File: src/rtl/rom_arb_pkg.sv
// rtl/rom_arb_pkg.sv - shared types and constants for the ROM arbiter
package rom_arb_pkg;

    // Requester identity; also the encoding of last_grant.
    typedef enum logic {
        PORT_FETCH = 1'b0,
        PORT_DATA  = 1'b1
    } port_t;

    // Cycles from accept to x_valid (one ROM cycle + one response register).
    localparam int LATENCY = 2;

endpackage

File: src/rtl/rom_arb_pick.sv
// rtl/rom_arb_pick.sv - combinational grant selection for the ROM arbiter
//
// Ports:
//   i_req, d_req  - fetch / data port requests
//   last_grant    - port that won the most recent accept
//   grant_valid   - some port is granted this cycle
//   grant_port    - which port is granted (meaningful when grant_valid)
//
// Build option: ROM_ARB_ROUND_ROBIN_EN
//   defined   - ties go to the port that did not win the last accept
//   undefined - ties always go to DATA; last_grant is ignored
module rom_arb_pick
    import rom_arb_pkg::*;
(
    input  logic  i_req,
    input  logic  d_req,
    input  port_t last_grant,
    output logic  grant_valid,
    output port_t grant_port
);

`ifndef ROM_ARB_ROUND_ROBIN_EN
    logic unused_last_grant;
    assign unused_last_grant = last_grant;
`endif

    always_comb begin
        grant_valid = i_req | d_req;
        grant_port  = PORT_FETCH;
        if (d_req && !i_req) begin
            grant_port = PORT_DATA;
        end else if (d_req && i_req) begin
`ifdef ROM_ARB_ROUND_ROBIN_EN
            grant_port = (last_grant == PORT_FETCH) ? PORT_DATA : PORT_FETCH;
`else
            grant_port = PORT_DATA;
`endif
        end
    end

endmodule

File: src/rtl/rom_arbiter.sv
// rtl/rom_arbiter.sv - shares one synchronous ROM between fetch and data ports
//
// Ports:
//   clk, rst_n            - clock, asynchronous active-low reset
//   i_req, i_addr         - fetch request and word address (held until i_ready)
//   i_ready               - fetch accepted this cycle (combinational)
//   i_valid, i_data       - fetch response pulse and held read data
//   d_req, d_addr         - data-load request and word address
//   d_ready               - data accepted this cycle (combinational)
//   d_valid, d_data       - data response pulse and held read data
//   rom_addr              - ROM word address
//   rom_q                 - ROM registered read data (one cycle after rom_addr)
//
// Build option: ROM_ARB_ROUND_ROBIN_EN selects round-robin tie breaking
// (see rom_arb_pick); default is DATA-wins fixed priority.
module rom_arbiter
    import rom_arb_pkg::*;
#(
    parameter int ADDRESS_WIDTH = 16,
    parameter int DATA_WIDTH    = 32
) (
    input  logic                     clk,
    input  logic                     rst_n,
    input  logic                     i_req,
    input  logic [ADDRESS_WIDTH-1:2] i_addr,
    output logic                     i_ready,
    output logic                     i_valid,
    output logic [DATA_WIDTH-1:0]    i_data,
    input  logic                     d_req,
    input  logic [ADDRESS_WIDTH-1:2] d_addr,
    output logic                     d_ready,
    output logic                     d_valid,
    output logic [DATA_WIDTH-1:0]    d_data,
    output logic [ADDRESS_WIDTH-1:2] rom_addr,
    input  logic [DATA_WIDTH-1:0]    rom_q
);

    logic                     grant_valid;
    port_t                    grant_port;
    port_t                    last_grant;
    logic                     accept;
    logic [ADDRESS_WIDTH-1:2] addr_hold;
    logic                     s1_valid;
    port_t                    s1_port;

    rom_arb_pick u_pick (
        .i_req       (i_req),
        .d_req       (d_req),
        .last_grant  (last_grant),
        .grant_valid (grant_valid),
        .grant_port  (grant_port)
    );

    // Ready is a pure function of the requests and last_grant, so a requester
    // never sees a combinational path from rom_q.
    assign i_ready = grant_valid && (grant_port == PORT_FETCH);
    assign d_ready = grant_valid && (grant_port == PORT_DATA);
    assign accept  = (i_req && i_ready) || (d_req && d_ready);

    // The address is captured by the ROM at the accept edge, so later
    // address changes on the port cannot affect the returned word. On idle
    // cycles the last issued address is replayed to keep the ROM pins quiet.
    always_comb begin
        rom_addr = addr_hold;
        if (grant_valid) begin
            rom_addr = (grant_port == PORT_DATA) ? d_addr : i_addr;
        end
    end

    always_ff @(posedge clk or negedge rst_n) begin
        if (!rst_n) begin
            addr_hold  <= '0;
            last_grant <= PORT_FETCH;
            s1_valid   <= 1'b0;
            s1_port    <= PORT_FETCH;
            i_valid    <= 1'b0;
            d_valid    <= 1'b0;
            i_data     <= '0;
            d_data     <= '0;
        end else begin
            if (accept) begin
                addr_hold  <= rom_addr;
                last_grant <= grant_port;
            end

            // Stage 1 tracks the request while the ROM is reading it.
            s1_valid <= accept;
            s1_port  <= grant_port;

            // Stage 2 steers rom_q to the owning port; the other port keeps
            // its previous data.
            i_valid <= 1'b0;
            d_valid <= 1'b0;
            if (s1_valid) begin
                if (s1_port == PORT_DATA) begin
                    d_data  <= rom_q;
                    d_valid <= 1'b1;
                end else begin
                    i_data  <= rom_q;
                    i_valid <= 1'b1;
                end
            end
        end
    end

endmodule

File: config.mk
export PLATFORM = sky130hd
export DESIGN_NAME = rom_arbiter
export DESIGN_NICKNAME = d
export VERILOG_FILES = /design/src/rtl/rom_arb_pkg.sv /design/src/rtl/rom_arb_pick.sv /design/src/rtl/rom_arbiter.sv
export SDC_FILE = /design/constraint.sdc
export NUM_CORES = 1
export LEC_CHECK = 0
export CORE_ASPECT_RATIO = 1.75
export CORE_MARGIN = 2
export CORE_UTILIZATION = 46
export DETAILED_ROUTE_END_ITERATION = 12
export HOLD_SLACK_MARGIN = 0.06
export PLACE_DENSITY = 0.89
export SLEW_MARGIN = 20
export SYNTH_ARGS = -nofsm -noshare
export SYNTH_HDL_FRONTEND = slang
export SYNTH_SLANG_ARGS = --single-unit
File: constraint.sdc
create_clock -name clk -period 2 [get_ports clk]
set_input_delay 0.3 -clock clk [delete_from_list [all_inputs] [get_ports clk]]
set_output_delay 0.3 -clock clk [all_outputs]
set_load 0.01 [all_outputs]
==> summary.md <==
| Metric | Value |
|---|---|
| Yosys reg bits | between 80 and 90 |
| R2r endpoint | i_data[4] |
| DP Area | a little under 5000 µm² |
| RR Startpoint | s1_valid |
| CTS tree | yes |
| CTS Root Cell | clkbuf_16 |
| Cell taking the most area after synthesis | dfrtp_1 |
| Drt total wl | 8.23 mm |
| Clk buf depth | 2 |
| Slew Limit Fails | 0 |
| Placed Cells | 446 |
| Die extent in y | roughly 120 µm |
| Wire per inst | 17.4 µm |
| Max_cap viols | 0 |
| Worst slew margin | ~63% |
| Clk_lat worst skew | 0.32 ns |
| Worst EP required | between 1.5 and 2 ns |
| Highest fanout seen on the critical path | 12 |
| Layout cells sized above 1 | a little over a quarter |
| CTS H-tree lvls | 3 |
| Final Skew | roughly 0.0046 ns |
| Horiz. Die Dim | slightly below 70 µm |
| LEAKAGE | between 0.002 and 0.0025 µW |
| Peak supply drop | roughly 0.00085 V |
| WS Path Type | input pin to output pin |
| Crit path from | i_req |
| Synth top area share | 60.2% |
| Path type of the worst min-delay path | flip-flop to flip-flop |
| Largest net degree at the start of global routing | between 40 and 50 |
| Commonest non-fill, non-tap cell in the layout | clkdlybuf4s50_1 |
| Fin crit share | a little over nine tenths |
| Reg clk slew, reported paths | about 0.050 ns |
| Via density | between 4 and 5 |
| Hold WS | about 0.5 ns |
| Total CTS buffers | 9 |
| Diode count | 0 |
| 1st-iter DRT viols | 90 |
| Worst Setup Start Kind | input pin |
| Netlist cell types | 16 |
| Sequential area share after synthesis | 60.2% |
| Unrepaired setup endpoints after global routing | yes |
| CP arrival | between 1.5 and 2 ns |
| Vias | 2,350 |
| RD Place Congestion | 0.843 |
| Initial Util | 47.4% |
| GRT Overall Usage | between 20% and 30% |
| Synth-to-layout area growth | 55.0% |
| Total gr overflow | 0 |
| Syn Area/Cell | between 15 and 20 µm² |
| Status | finished, final reports clean |
| Row count | 41 |
| Synth top area cells | dfrtp_1, mux2_4, mux2_2, mux2i_1, o21ai_0 |
| Setup crit end kind | output pin |
| Port bufs | between 100 and 150 |
| # IOs | ~150 |
| Setup violations, final | 0 |
| DR pass1 iterations | 2 |
| Core Area | 7180 µm² |
| DR DRC count | 0 |
| Vias in the first global route | between 2,000 and 2,500 |
| Filler cells | 488 |
| R2r setup slk | 0.60 ns |
| Achievable frequency | around 0.51 GHz |
| Final Hold Viols | 0 |
| CTS sink cnt | roughly 80 |
| Nets | between 400 and 500 |
| Initial antenna violation count | 0 |
| Synth Cell Area | approximately 3400 µm² |
| Reg2Reg Depth | 3 |
| Power Density | roughly 870 nW/µm² |
| Finished Layout Cells | roughly 470 |
| Synth warn | 0 |
| Syn Nets | approximately 290 |
| Fin crit period | about 2.0 ns |
| Critical Path End | i_ready |
| Area of the die | 8140 µm² |
| Post-DP HPWL | approximately 6 mm |
| Commonest cells after routing, fill and taps aside | clkdlybuf4s50_1, dfrtp_1, mux2_2, mux2_4, o21ai_0 |
| Post-Syn Instances | 224 |
| Worst-Margin Slew | approximately 0.55 ns |
| Final Instance Area | around 5300 µm² |
| Hold Crit Depth | 1 |
| First-pass GRT wire length | about 13 mm |
| Post-DRT Antenna Nets | 0 |
## per-stage QoR
step                TNS (ns)  setup slack (ns)  total power [µW]  util [%]
detailed placement     -1.52            -0.156              3090      68.4
CTS                  -0.0438           -0.0438              4640      72.9
finish                     0            0.0403              4600      73.5
floorplan                  0             0.703              2440         -
global route          -0.214           -0.0533              4790      73.5
global placement       -1.25            -0.110              3050      68.4
## worst max-delay path, stage by stage
cell and delay [ns]:
clkdlybuf4s50_1 0.51, buf_12 0.15, nor2b_1 0.15, clkdlybuf4s50_1 0.55
## Yosys cell counts (all sizes together)
cell type  instances
buf               11
clkbuf             5
dfrtp             82
inv                2
mux2              64
mux2i             14
nand2             15
nand2b             1
nor2b              1
o21ai             28
or2                1
## flip-flops by register name, summed over array words and instances (netlist names)
register   cells
addr_hold     14
d_valid        1
i_valid        1
s1_valid       1
d_data        32
s1_port        1
i_data        32
## routing by layer
metal | wire length (µm) | global-route usage, % | vias to the layer above | share of wire (%)
met4 | 271 | 10.8 | 0 | 3.3
met5 | 0 | 0 | - | 0
li1 | - | - | 1098 | -
met2 | 4730 | 37.6 | 72 | 57
met1 | 2900 | 21.6 | 1164 | 35
met3 | 328 | 4.45 | 16 | 4.0
## kinds of logic (layout without fill, tap and decap cells)
family                 after synthesis  after routing  share of synthesized area, %
flip-flops                          82             82                          60.2
multiplexers                        78             78                          28.5
AO/OA/AOI/OAI                       28             28                          4.11
AND/OR/NAND/NOR                     18             18                          2.50
buffers and inverters               18            182                          4.70
## worst min path at each step
stage	startpoint	to	slack, ns
finish	d_data[4]	d_data[4]	0.50
global route	d_data[18]	d_data[18]	0.52
CTS	d_data[6]	d_data[6]	0.50
detailed placement	rst_n	i_data[5]	0.32
global placement	rst_n	i_data[5]	0.32
floorplan	rst_n	addr_hold[10]	0.004
## layout make-up
| class | count | area, µm² | area share, % |
|---|---|---|---|
| flip-flops and latches | 82 | 2050 | 38.9 |
| multi-input cells | 124 | 1210 | 23.0 |
| well taps | 86 | 108 | 2.04 |
| clock buffers | 14 | 274 | 5.19 |
| clock inverters | 2 | 10.0 | 0.190 |
| repair buffers | 164 | 1620 | 30.6 |
| inverters | 2 | 7.51 | 0.142 |
## report_power, final
part	leakage [µW]	switching [µW]	internal, µW	total (µW)
clock network	0.000143	594	939	1530
registers	0.000961	110	1860	1970
logic	0.00126	398	692	1090
## timing repair
item / in CTS / in global routing
buffers inserted: 5 / 6
hold buffers: 1 / 0
gates resized for setup: 19 / 8
endpoints found under the setup margin: 15 / 4
endpoints found under the hold margin: 41 / 0
(Power assumes the default switching activity.)
